## src/rtl/joystick_axis_scanner.sv

```systemverilog
// joystick_axis_scanner: sequences XADC DRP reads over N_CH aux channels,
// averages 2^AVG_LOG2 samples, applies hysteresis, emits press pulses.
// Ports: clk_100MHz/rst_n, sample_tick, DRP (drp_daddr/den/drdy/do),
// axis_data, dir_high/low, press_high/low, scan_done, timeout_err.
// Option: define JOY_AUTOREPEAT_EN to re-fire presses every REPEAT_SCANS.
module joystick_axis_scanner #(
  parameter int         N_CH         = 2,
  parameter logic [6:0] BASE_ADDR    = 7'h16,
  parameter int         AVG_LOG2     = 2,
  parameter int         TH_HIGH      = 3000,
  parameter int         TH_LOW       = 1000,
  parameter int         HYST         = 100,
  parameter int         TIMEOUT      = 255,
  parameter int         REPEAT_SCANS = 50
) (
  input  logic                 clk_100MHz,
  input  logic                 rst_n,
  input  logic                 sample_tick,
  output logic [6:0]           drp_daddr,
  output logic                 drp_den,
  input  logic                 drp_drdy,
  input  logic [15:0]          drp_do,
  output logic [12*N_CH-1:0]   axis_data,
  output logic [N_CH-1:0]      dir_high,
  output logic [N_CH-1:0]      dir_low,
  output logic [N_CH-1:0]      press_high,
  output logic [N_CH-1:0]      press_low,
  output logic                 scan_done,
  output logic                 timeout_err
);

  localparam int CHW = (N_CH > 1) ? $clog2(N_CH) : 1;
  localparam int CW  = (AVG_LOG2 > 0) ? AVG_LOG2 : 1;
  localparam int AW  = 12 + AVG_LOG2;
  localparam int TW  = $clog2(TIMEOUT + 1);

  localparam logic [11:0] HI_SET = 12'(TH_HIGH);
  localparam logic [11:0] HI_CLR = 12'(TH_HIGH - HYST);
  localparam logic [11:0] LO_SET = 12'(TH_LOW);
  localparam logic [11:0] LO_CLR = 12'(TH_LOW + HYST);

  typedef enum logic [2:0] {
    S_IDLE,
    S_REQ,
    S_WAIT,
    S_UPDATE,
    S_NEXT
  } state_t;

  state_t          state_q;
  state_t          state_d;
  logic [CHW-1:0]  ch;
  logic [CW-1:0]   cnt;
  logic [AW-1:0]   acc;
  logic [TW-1:0]   timer;
  logic [11:0]     avg;
  logic [N_CH-1:0] hi_q;
  logic [N_CH-1:0] lo_q;
  logic [N_CH-1:0] rep_hi;
  logic [N_CH-1:0] rep_lo;
  logic            last_smp;
  logic            last_ch;
  logic            tmo;
  logic            unused_bits;

  assign last_smp = (cnt == CW'((1 << AVG_LOG2) - 1));
  assign last_ch  = (ch == CHW'(N_CH - 1));
  assign tmo      = !drp_drdy && (timer == TW'(TIMEOUT - 1));
  assign avg      = 12'(acc >> AVG_LOG2);

  // den/daddr decode straight from state so async reset drops them at once
  assign drp_den   = (state_q == S_REQ);
  assign drp_daddr = drp_den ? (BASE_ADDR + 7'(ch)) : 7'd0;

  assign unused_bits = ^drp_do[3:0];

  always_ff @(posedge clk_100MHz or negedge rst_n) begin
    if (!rst_n) state_q <= S_IDLE;
    else        state_q <= state_d;
  end

  always_comb begin
    state_d = state_q;
    unique case (state_q)
      S_IDLE:   if (sample_tick) state_d = S_REQ;
      S_REQ:    state_d = S_WAIT;
      S_WAIT: begin
        if (drp_drdy)
          state_d = last_smp ? S_UPDATE : S_REQ;
        else if (tmo)
          state_d = S_NEXT;
      end
      S_UPDATE: state_d = S_NEXT;
      S_NEXT:   state_d = last_ch ? S_IDLE : S_REQ;
      default:  state_d = S_IDLE;
    endcase
  end

  always_ff @(posedge clk_100MHz or negedge rst_n) begin
    if (!rst_n) begin
      ch          <= '0;
      cnt         <= '0;
      acc         <= '0;
      timer       <= '0;
      axis_data   <= '0;
      dir_high    <= '0;
      dir_low     <= '0;
      scan_done   <= 1'b0;
      timeout_err <= 1'b0;
    end else begin
      scan_done <= 1'b0;
      unique case (state_q)
        S_IDLE: begin
          if (sample_tick) begin
            ch  <= '0;
            cnt <= '0;
            acc <= '0;
          end
        end
        S_REQ: timer <= '0;
        S_WAIT: begin
          if (drp_drdy) begin
            acc <= acc + AW'(drp_do[15:4]);
            if (!last_smp) cnt <= cnt + 1'b1;
          end else if (tmo) begin
            timeout_err <= 1'b1;
          end else begin
            timer <= timer + 1'b1;
          end
        end
        S_UPDATE: begin
          axis_data[12*ch +: 12] <= avg;
          if (avg > HI_SET)      dir_high[ch] <= 1'b1;
          else if (avg < HI_CLR) dir_high[ch] <= 1'b0;
          if (avg < LO_SET)      dir_low[ch] <= 1'b1;
          else if (avg > LO_CLR) dir_low[ch] <= 1'b0;
        end
        S_NEXT: begin
          if (last_ch) begin
            scan_done <= 1'b1;
          end else begin
            ch  <= ch + 1'b1;
            cnt <= '0;
            acc <= '0;
          end
        end
        default: ;
      endcase
    end
  end

  always_ff @(posedge clk_100MHz or negedge rst_n) begin
    if (!rst_n) begin
      hi_q       <= '0;
      lo_q       <= '0;
      press_high <= '0;
      press_low  <= '0;
    end else begin
      hi_q       <= dir_high;
      lo_q       <= dir_low;
      press_high <= (dir_high & ~hi_q) | rep_hi;
      press_low  <= (dir_low & ~lo_q) | rep_lo;
    end
  end

`ifdef JOY_AUTOREPEAT_EN
  localparam int RW = $clog2(REPEAT_SCANS + 1);

  logic [RW-1:0] rc_hi [N_CH];
  logic [RW-1:0] rc_lo [N_CH];
  logic          scan_end;

  assign scan_end = (state_q == S_NEXT) && last_ch;

  // counter runs 1..REPEAT_SCANS; the assert scan itself loads 1
  always_ff @(posedge clk_100MHz or negedge rst_n) begin
    if (!rst_n) begin
      for (int k = 0; k < N_CH; k++) begin
        rc_hi[k] <= '0;
        rc_lo[k] <= '0;
      end
    end else begin
      for (int k = 0; k < N_CH; k++) begin
        if (!dir_high[k])
          rc_hi[k] <= '0;
        else if (scan_end)
          rc_hi[k] <= (rc_hi[k] == RW'(REPEAT_SCANS)) ?
                      RW'(1) : rc_hi[k] + 1'b1;
        if (!dir_low[k])
          rc_lo[k] <= '0;
        else if (scan_end)
          rc_lo[k] <= (rc_lo[k] == RW'(REPEAT_SCANS)) ?
                      RW'(1) : rc_lo[k] + 1'b1;
      end
    end
  end

  always_comb begin
    rep_hi = '0;
    rep_lo = '0;
    for (int k = 0; k < N_CH; k++) begin
      rep_hi[k] = scan_end && dir_high[k] &&
                  (rc_hi[k] == RW'(REPEAT_SCANS));
      rep_lo[k] = scan_end && dir_low[k] &&
                  (rc_lo[k] == RW'(REPEAT_SCANS));
    end
  end
`else
  logic unused_rep;

  assign unused_rep = (REPEAT_SCANS > 0);
  assign rep_hi     = '0;
  assign rep_lo     = '0;
`endif

endmodule

```

## config.mk

```make
export PLATFORM = sky130hd
export DESIGN_NAME = joystick_axis_scanner
export DESIGN_NICKNAME = d
export VERILOG_FILES = /design/src/rtl/joystick_axis_scanner.sv
export SDC_FILE = /design/constraint.sdc
export NUM_CORES = 1
export LEC_CHECK = 0
export ABC_AREA = 1
export CAP_MARGIN = 10
export CORE_ASPECT_RATIO = 0.75
export CORE_MARGIN = 8
export CORE_UTILIZATION = 53
export DETAILED_ROUTE_END_ITERATION = 6
export PLACE_DENSITY = 0.8
export SETUP_SLACK_MARGIN = 0.5
export SLEW_MARGIN = 20
export SYNTH_ARGS = -nofsm -noshare
export SYNTH_HDL_FRONTEND = slang
export SYNTH_SLANG_ARGS = --single-unit
```

## constraint.sdc

```tcl
create_clock -name clk_100MHz -period 1.95 [get_ports clk_100MHz]
set_clock_uncertainty 0.1 [all_clocks]
set_input_delay 0.2925 -clock clk_100MHz [delete_from_list [all_inputs] [get_ports clk_100MHz]]
set_output_delay 0.2925 -clock clk_100MHz [all_outputs]
set_load 0.01 [all_outputs]
```

==> results.py, run 1 <==
metrics = {
    "run_status": {
        "outcome": "complete, no violations",
    },
    "drt": {
        "via_count": 3862,
        "routed_wl_mm": 12.3,
        "drtIter0Drc": 385,
        "drc": 0,
        "drtPass1Iterations": 6,
        "postRouteAntennaNets": 0,
        "viasPerCell": 5.75,
        "wl_per_cell_um": 18.3,
    },
    "worst_setup_path": {
        "slowest_delay_ps": 530,
        "worstPathCellList": "clkdlybuf4s50_1 > ha_4 > a21oi_1 > nand2_1 > a21oi_2 > nand2_2 > a21oi_1 > nor2_1",
        "critical_path.max_fanout": 4,
        "arrival_ps": 1960,
        "crit_required_ps": 2100,
        "end_kind": "flip-flop",
        "path_class": "input port to flip-flop",
        "cp_num_buf_inv": 1,
        "cpMaxStageDelayCell": "clkdlybuf4s50_1",
        "cpMostUsedCell": "a21oi_1",
        "crit_family": "compound AO/OA/AOI/OAI gates",
        "worstSetupStartpointType": "input port",
    },
    "floorplan": {
        "die_width_um": 111,
        "rows": 26,
        "core-area_um2": 6670,
        "dieArea_um2": 9620,
        "initial_core_util_pct": 53.4,
        "io_pins": 62,
        "die_h_um": 87.0,
    },
    "sta": {
        "setup_viol": 0,
        "min_period_over_period_pct": 93.1,
        "fmax_mhz": 551,
        "rsz0062_at_grt": "true",
        "hold_viol": 0,
        "drv_slew": 0,
        "finalCriticalPeriod_ps": 1820,
    },
    "layout": {
        "drive_gt1_share_pct": 35.9,
        "syn_to_final_growth_pct": 60.2,
        "num-nets-final": 619,
        "fin_cells": 672,
        "multi_input_area_um2": 2100,
        "antenna-diode-count": 0,
        "fillers": 314,
        "layout.area.seq_um2": 1660,
    },
    "clock_tree": {
        "clkLatencyLatePin_ps": 370,
        "htree_levels": 3,
        "cts_tree": "built",
        "clock-sinks": 66,
        "path_clk_slew_ps": 70,
        "cts.path.max_buffers": 2,
        "cts_buffers": 9,
        "cts-root-buf": "clkbuf_8",
    },
    "power": {
        "peakVddDrop_uv": 719,
        "total_power_w": 0.00805,
        "power.leakage_nw": 2.80,
        "cellPowerDensity_nw_per_um2": 1410,
    },
    "synth": {
        "synth_area_um2": 3560,
        "synth_top_area_share_pct": 46.4,
        "synth_cells": 454,
        "syn_avg_cell_area_um2": 7.84,
        "synth.distinct_cells": 36,
        "yosysTopAreaCell": "dfrtp_1",
        "yosysWarnings": 0,
        "synth-seq-cells": 66,
        "ys_seq_area_share_pct": 46.4,
        "synthTopCellsByArea": "dfrtp_1, nand2_1, inv_1",
    },
    "grt": {
        "grt_antenna_before_repair": 0,
        "track_usage_pct": 20.8,
        "grt_pass1_wl_mm": 16.3,
        "overflow": 0,
        "grt_pass1_vias": 3413,
        "grt_max_degree": 67,
    },
    "placed_design": {
        "gp_congestion": 0.925,
        "hpwlAfterDp_mm": 6.38,
        "portBuffers": 54,
        "place_inst": 593,
    },
    "worst_hold_path": {
        "worstHoldPathType": "flip-flop to flip-flop",
    },
    "run": {
        "cap_violations": 0,
    },
}
-- cell families (layout without fill, tap and decap cells) --
family          Yosys count  after routing  share of synthesized area [%]
simple gates            218            219                           26.4
other cells               1              3                          0.105
xor+xnor                  7              7                           1.72
compound gates           66             66                           10.1
fa+ha+maj                16             16                           5.83
buf+inv                  80            211                           9.49
flops                    66             66                           46.4
-- worst register-to-register path, stage by stage (launching register included) --
cell and delay, ps:
dfrtp_1 350, ha_2 190, inv_2 40, fa_2 340, inv_2 80, nand3_2 90, nand3_4 110, nand3_2 90
nand3_2 100, nand3_2 80, nand2_1 90, nor2_1 40
-- power by group --
part / internal (W) / total, W / switching [W]
Sequential: 0.00176 / 0.00209 / 0.000328
Combinational: 0.00202 / 0.00438 / 0.00236
Clock: 0.000986 / 0.00158 / 0.000597
-- cell usage in the layout (no fill, tap or decap), types with 7 or more instances in the layout --
cell type and instances:
a21oi_1 7, buf_4 49, buf_6 16, clkbuf_8 9, clkdlybuf4s15_1 22, clkdlybuf4s50_1 11, dfrtp_1 58, dfrtp_2 8
dlygate4sd2_1 15, ha_4 10, inv_1 52, inv_2 10, nand2_1 100, nand2_2 23, nand2_4 9, nand3_1 11
nand3_2 9, nand4_1 12, nor2_1 28, nor2_4 7, o21ai_0 10, o21ai_1 21, o21ai_2 9
-- sequential cells by signal, indices dropped and copies added, names as in the netlist, named ones only --
signal	cells
axis_data	24
acc	14
timer	8
state_q	3
cnt	2
hi_q	2
lo_q	2
press_high	2
press_low	2
ch	1
scan_done	1
timeout_err	1
-- repair_timing --
action                                  in CTS  in global routing
pin swaps                                   20                 27
gates cloned                                 3                  4
gates resized for setup                    131                107
hold buffers                                 1                  0
endpoints found under the hold margin       66                  0
buffers inserted                            32                 23
endpoints found under the setup margin      80                 80
-- path summary, 6_finish.rpt --
check	startpoint	slack, ps	to	cells after the start
setup reg to reg	acc[0]	140	acc[12]	11
min in group asynchronous	rst_n	380	axis_data[20]	3
hold / removal	lo_q[1]	290	press_low[1]	1
hold reg to reg	lo_q[1]	290	press_low[1]	1
max in group asynchronous	rst_n	1060	acc[11]	3
setup / recovery	drp_do[12]	130	acc[13]	8
-- metal layers --
metal	vias to the layer above	track usage (%)	wire length, µm
met4	0	5.75	523
met2	245	34.8	6060
met3	68	7.16	1090
met5	-	0	0
li1	1712	-	-
met1	1837	25.0	4610
-- stage by stage --
| step | setup TNS (ps) | setup slack, ps | hold WS (ps) | util [%] | instance area [µm²] |
|---|---|---|---|---|---|
| floorplan | 0 | 359 | -103 | - | 3730 |
| global placement | -507 | -130 | 234 | 65.8 | 4390 |
| detailed placement | -917 | -189 | 241 | 65.8 | 4390 |
| CTS | 0 | 243 | 296 | 77.1 | 5140 |
| global route | 0 | 45.2 | 322 | 85.5 | 5700 |
| finish | 0 | 134 | 295 | 85.5 | 5700 |
-- synth_stat cells (all sizes together) --
| master | count |
|---|---|
| nand4 | 12 |
| o22ai | 5 |
| a32oi | 1 |
| a21oi | 14 |
| a22o | 1 |
| nor2 | 41 |
| buf | 10 |
| nand2 | 136 |
| conb | 1 |
| a22oi | 1 |
| inv | 68 |
| and2 | 2 |
| o211ai | 1 |
| o21ai | 40 |
| nor3 | 5 |
| fa | 1 |
| clkbuf | 2 |
| xnor2 | 3 |
| xor2 | 4 |
| ha | 15 |
| dfrtp | 66 |
| nand3b | 1 |
| nand3 | 21 |
| o21bai | 2 |
| a31oi | 1 |
-- cell type report --
class | instances | share of cell area [%]
multi-input cells | 311 | 36.9
flip-flops and latches | 66 | 29.1
repair buffers | 127 | 22.4
inverters | 68 | 5.15
clock inverters | 6 | 2.41
clock buffers | 10 | 2.24
well taps | 84 | 1.84
Power figures use the tool's default switching activity.
==> run 2: changes to the inputs <==
CORE_ASPECT_RATIO = 1.5   (was 0.75)
CORE_UTILIZATION = 55   (was 53)
CTS_BUF_LIST = sky130_fd_sc_hd__clkbuf_8   (was default)
PLACE_DENSITY = 0.83   (was 0.8)
==> results.py, run 2 (synthesis gave the netlist of run 1 again) <==
metrics = {
    "power": {
        "power.switching_w": 0.00393,
        "power.share.combinational_pct": 60.6,
        "peakVddDrop_uv": 860,
        "cellPowerDensity_nw_per_um2": 1450,
        "p_seq_share_pct": 25.3,
        "power.leakage_nw": 2.93,
        "swShare_pct": 45.8,
        "intPower_w": 0.00465,
        "clockPowerShare_pct": 14.1,
    },
    "drt": {
        "via_count": 4460,
        "drc": 0,
        "postRouteAntennaNets": 0,
        "drtPass1Iterations": 5,
        "routed_wl_mm": 17.6,
        "drtIter0Drc": 841,
        "viasPerCell": 6.62,
        "wl_per_cell_um": 26.2,
    },
    "run": {
        "cap_violations": 0,
    },
    "floorplan": {
        "initial_core_util_pct": 55.7,
        "rows": 36,
        "core-area_um2": 6400,
        "io_pins": 62,
        "die_width_um": 81.7,
        "die_h_um": 115,
        "dieArea_um2": 9360,
    },
    "worst_hold_path": {
        "min_from": "lo_q[0]",
        "worstHoldPathType": "flip-flop to flip-flop",
        "hold_depth": 1,
        "holdPathEnd": "press_low[0]",
    },
    "clock_tree": {
        "clock-sinks": 66,
        "cts_buffers": 9,
        "clkLatencyLatePin_ps": 380,
        "htree_levels": 3,
        "cts.path.max_buffers": 2,
        "cts-root-buf": "clkbuf_8",
        "cts_tree": "built",
        "path_clk_slew_ps": 80,
    },
    "worst_setup_path": {
        "cpMostUsedCell": "nand2_1",
        "crit_required_ps": 2110,
        "path_class": "flip-flop to flip-flop",
        "worstPathCellList": "ha_4 > nand2_1 > nor2_2 > and2_1 > nand2_1 > nand2_1 > nand3_2 > nand2_1 > nor2_1",
        "cpMaxStageDelayCell": "dfrtp_2",
        "slowest_delay_ps": 500,
        "arrival_ps": 2260,
        "r2r_cells": 9,
        "rr_endpoint": "acc[13]",
        "rrSetupSlack_ps": -150,
        "worstSetupStartpointType": "flip-flop",
        "end_kind": "flip-flop",
        "critical_path.max_fanout": 5,
        "rr_startpoint": "acc[11]",
    },
    "sta": {
        "setup_slack_ps": -147,
        "fin_hold_ws_ps": 319,
        "drv_slew": 0,
        "hold_viol": 0,
        "setup_viol": 2,
        "fmax_mhz": 477,
        "min_period_over_period_pct": 108,
        "rsz0062_at_grt": "true",
        "finalCriticalPeriod_ps": 2100,
    },
    "grt": {
        "grt_antenna_before_repair": 0,
        "track_usage_pct": 25.7,
        "grt_pass1_vias": 3817,
        "overflow": 0,
        "grt_pass1_wl_mm": 18.3,
        "grt_max_degree": 67,
    },
    "placed_design": {
        "hpwlAfterDp_mm": 6.43,
        "portBuffers": 54,
        "placed_cell_area_um2": 4400,
        "gp_congestion": 0.914,
    },
    "layout": {
        "design_area_um2": 5900,
        "layout_common_cells": "nand2_1, dfrtp_1, inv_1",
        "reg_top3": "axis_data (24), acc (14), timer (8)",
        "num-nets-final": 629,
        "largest_reg_flops": 24,
        "antenna-diode-count": 0,
        "final_core_util_pct": 92.3,
        "final_common_cell": "nand2_1",
        "regMostFlops": "axis_data",
        "drive_gt1_share_pct": 41.3,
        "syn_to_final_growth_pct": 65.7,
    },
    "run_status": {
        "outcome": "finished, violations left",
        "violations": "setup timing",
    },
}
## run 2: layout make-up
| type | instances | area (µm²) |
|---|---|---|
| flip-flops and latches | 66 | 1660 |
| fillers | 195 | 494 |
| inverters | 68 | 293 |
| repair buffers | 137 | 1420 |
| well taps | 76 | 95.1 |
| clock inverters | 7 | 62.6 |
| clock buffers | 9 | 124 |
| multi-input cells | 311 | 2250 |
## run 2: repair_timing
action	CTS	global route
pin swaps	24	22
resized for setup	167	119
endpoints found under the hold margin	66	0
endpoints found under the setup margin	86	87
hold buffers	1	0
buffers inserted	28	35
gates cloned	7	1
## run 2: layer usage
layer | part of all wire, % | global-route usage [%] | vias to the layer above
met2 | 48 | 47.3 | 444
met1 | 32 | 25.2 | 2121
met4 | 8.9 | 13.1 | 0
li1 | - | - | 1726
met5 | 0 | 0 | -
met3 | 11 | 6.21 | 169
## run 2: stage by stage
step	cells	power, W	setup WS [ps]	TNS [ps]
finish	674	0.00858	-147	-154
global route	674	0.00885	-323	-478
CTS	638	0.00675	243	0
detailed placement	586	0.00487	-160	-802
global placement	586	0.00475	-157	-586
floorplan	456	0.00375	359	0
## run 2: how the worst max path moves through the flow
| stage | cells after the start | startpoint | endpoint |
|---|---|---|---|
| 2_1_floorplan | 11 | acc[0] | acc[12] |
| 3_3_place_gp | 12 | drp_do[4] | acc[12] |
| 3_5_place_dp | 12 | drp_do[4] | acc[12] |
| 4_1_cts | 11 | acc[0] | acc[12] |
| 5_1_grt | 10 | acc[3] | acc[13] |
| 6_report | 9 | acc[11] | acc[13] |
## run 2: worst max-delay path, delay by kind of cell, from the launching register on
kind,cells,cell delay (ps)
simple gates,8,1050
fa+ha+maj,1,330
flops,1,500
## run 2: power groups by stage
stage	clock network, W	logic [W]	registers [W]
floorplan	0	0.00162	0.00213
global placement	0	0.00268	0.00207
detailed placement	0	0.00278	0.00209
CTS	0.00113	0.00356	0.00206
global route	0.00126	0.00541	0.00219
finish	0.00121	0.00520	0.00217
==> run 3: changes to the inputs <==
CORE_MARGIN = 4   (was 8)
GPL_TIMING_DRIVEN = 0   (was default)
==> results.py, run 3 (synthesis gave the netlist of run 1 again) <==
metrics = {
    "grt": {
        "grt_pass1_vias": 3796,
        "grt_max_degree": 49,
        "grt_pass1_wl_mm": 17.6,
        "overflow": 0,
        "track_usage_pct": 29.0,
        "grt_antenna_before_repair": 0,
    },
    "worst_setup_path": {
        "cpMostUsedCell": "inv_2",
        "rr_startpoint": "state_q[1]",
        "crit_family": "simple AND/OR/NAND/NOR gates",
        "rr_endpoint": "axis_data[18]",
        "cpMaxStageDelayCell": "dfrtp_1",
        "crit_required_ps": 2080,
        "r2r_cells": 8,
        "rrSetupSlack_ps": 60,
        "arrival_ps": 2010,
        "worstSetupStartpointType": "flip-flop",
        "cp_num_buf_inv": 3,
        "worstPathCellList": "inv_2 > nor2_4 > nand2_4 > nor2_1 > inv_2 > buf_2 > nand2_1 > o21ai_0",
        "critical_path.max_fanout": 10,
        "slowest_delay_ps": 450,
        "path_class": "flip-flop to flip-flop",
        "end_kind": "flip-flop",
    },
    "floorplan": {
        "die_h_um": 107,
        "core-area_um2": 6220,
        "initial_core_util_pct": 57.3,
        "io_pins": 62,
        "die_width_um": 73.7,
        "dieArea_um2": 7850,
        "rows": 35,
    },
    "clock_tree": {
        "path_clk_slew_ps": 90,
        "cts.path.max_buffers": 2,
        "clkLatencyLatePin_ps": 370,
        "cts-root-buf": "clkbuf_8",
        "htree_levels": 3,
        "clock-sinks": 66,
        "cts_buffers": 9,
        "cts_tree": "built",
    },
    "run_status": {
        "outcome": "complete, no violations",
    },
    "drt": {
        "viasPerCell": 6.45,
        "routed_wl_mm": 15.8,
        "drtIter0Drc": 604,
        "drc": 0,
        "wl_per_cell_um": 23.5,
        "postRouteAntennaNets": 0,
        "drtPass1Iterations": 6,
        "via_count": 4335,
    },
    "placed_design": {
        "placed_cell_area_um2": 4390,
        "hpwlAfterDp_mm": 6.52,
        "gp_congestion": 0.899,
        "portBuffers": 54,
    },
    "layout": {
        "layout_common_cells": "nand2_1, buf_4, dfrtp_1",
        "antenna-diode-count": 0,
        "final_common_cell": "nand2_1",
        "num-nets-final": 629,
        "syn_to_final_growth_pct": 59.7,
        "regMostFlops": "axis_data",
        "largest_reg_flops": 24,
        "drive_gt1_share_pct": 39.8,
        "reg_top3": "axis_data (24), acc (14), timer (8)",
        "design_area_um2": 5690,
    },
    "sta": {
        "fmax_mhz": 530,
        "fin_setup_tns_ps": 0,
        "drv_slew": 0,
        "min_period_over_period_pct": 96.7,
        "rsz0062_at_grt": "true",
        "hold_viol": 0,
        "finalCriticalPeriod_ps": 1890,
        "setup_viol": 0,
        "fin_hold_ws_ps": 249,
    },
    "power": {
        "power.leakage_nw": 2.87,
        "cellPowerDensity_nw_per_um2": 1490,
        "peakVddDrop_uv": 1220,
    },
    "worst_hold_path": {
        "worstHoldPathType": "input port to async pin",
    },
    "run": {
        "cap_violations": 0,
    },
}
run 3: area by class of cell:
class	instances	area, µm²
fillers	242	531
flip-flops and latches	66	1660
clock inverters	7	125
plain buffers	12	92.6
well taps	74	92.6
clock buffers	9	124
repair buffers	126	1150
multi-input cells	310	2160
inverters	68	283
run 3: per-layer routing:
layer | vias to the layer above | wire, µm | GRT usage, %
met5 | - | 0 | 0
met1 | 2065 | 5210 | 30.4
li1 | 1723 | - | -
met3 | 141 | 1470 | 4.82
met4 | 0 | 1220 | 18.0
met2 | 406 | 7860 | 51.7
run 3: timing repair:
item                       CTS  global route
setup buffers               45            24
cloned                       1             0
hold endpoints to repair    18             0
pin swaps                   21            35
hold buffers                 1             0
setup endpoints to repair   92            63
gates resized for setup    140            86
run 3: how the worst max path moves through the flow:
| stage | from | end | cells past startpoint |
|---|---|---|---|
| floorplan | acc[0] | acc[12] | 11 |
| global placement | rst_n | acc[9] | 1 |
| detailed placement | drp_do[4] | acc[12] | 12 |
| CTS | state_q[1] | drp_daddr[0] | 6 |
| global route | acc[0] | acc[10] | 11 |
| finish | state_q[1] | axis_data[18] | 8 |
run 3: per-stage QoR:
| stage | worst slack (ps) | power, W | instances | util [%] |
|---|---|---|---|---|
| after detailed placement | -241 | 0.00481 | 585 | 70.6 |
| after global placement | -1880 | 0.00469 | 584 | 70.2 |
| after CTS | 109 | 0.00712 | 648 | 83.6 |
| final | 64.3 | 0.00847 | 672 | 91.5 |
| after floorplan | 359 | 0.00375 | 456 | - |
| after global routing | 27.5 | 0.00871 | 672 | 91.5 |
run 3: where the power goes:
part | internal, W | switching [W]
clock network | 0.000861 | 0.000646
registers | 0.00176 | 0.000317
logic | 0.00216 | 0.00272
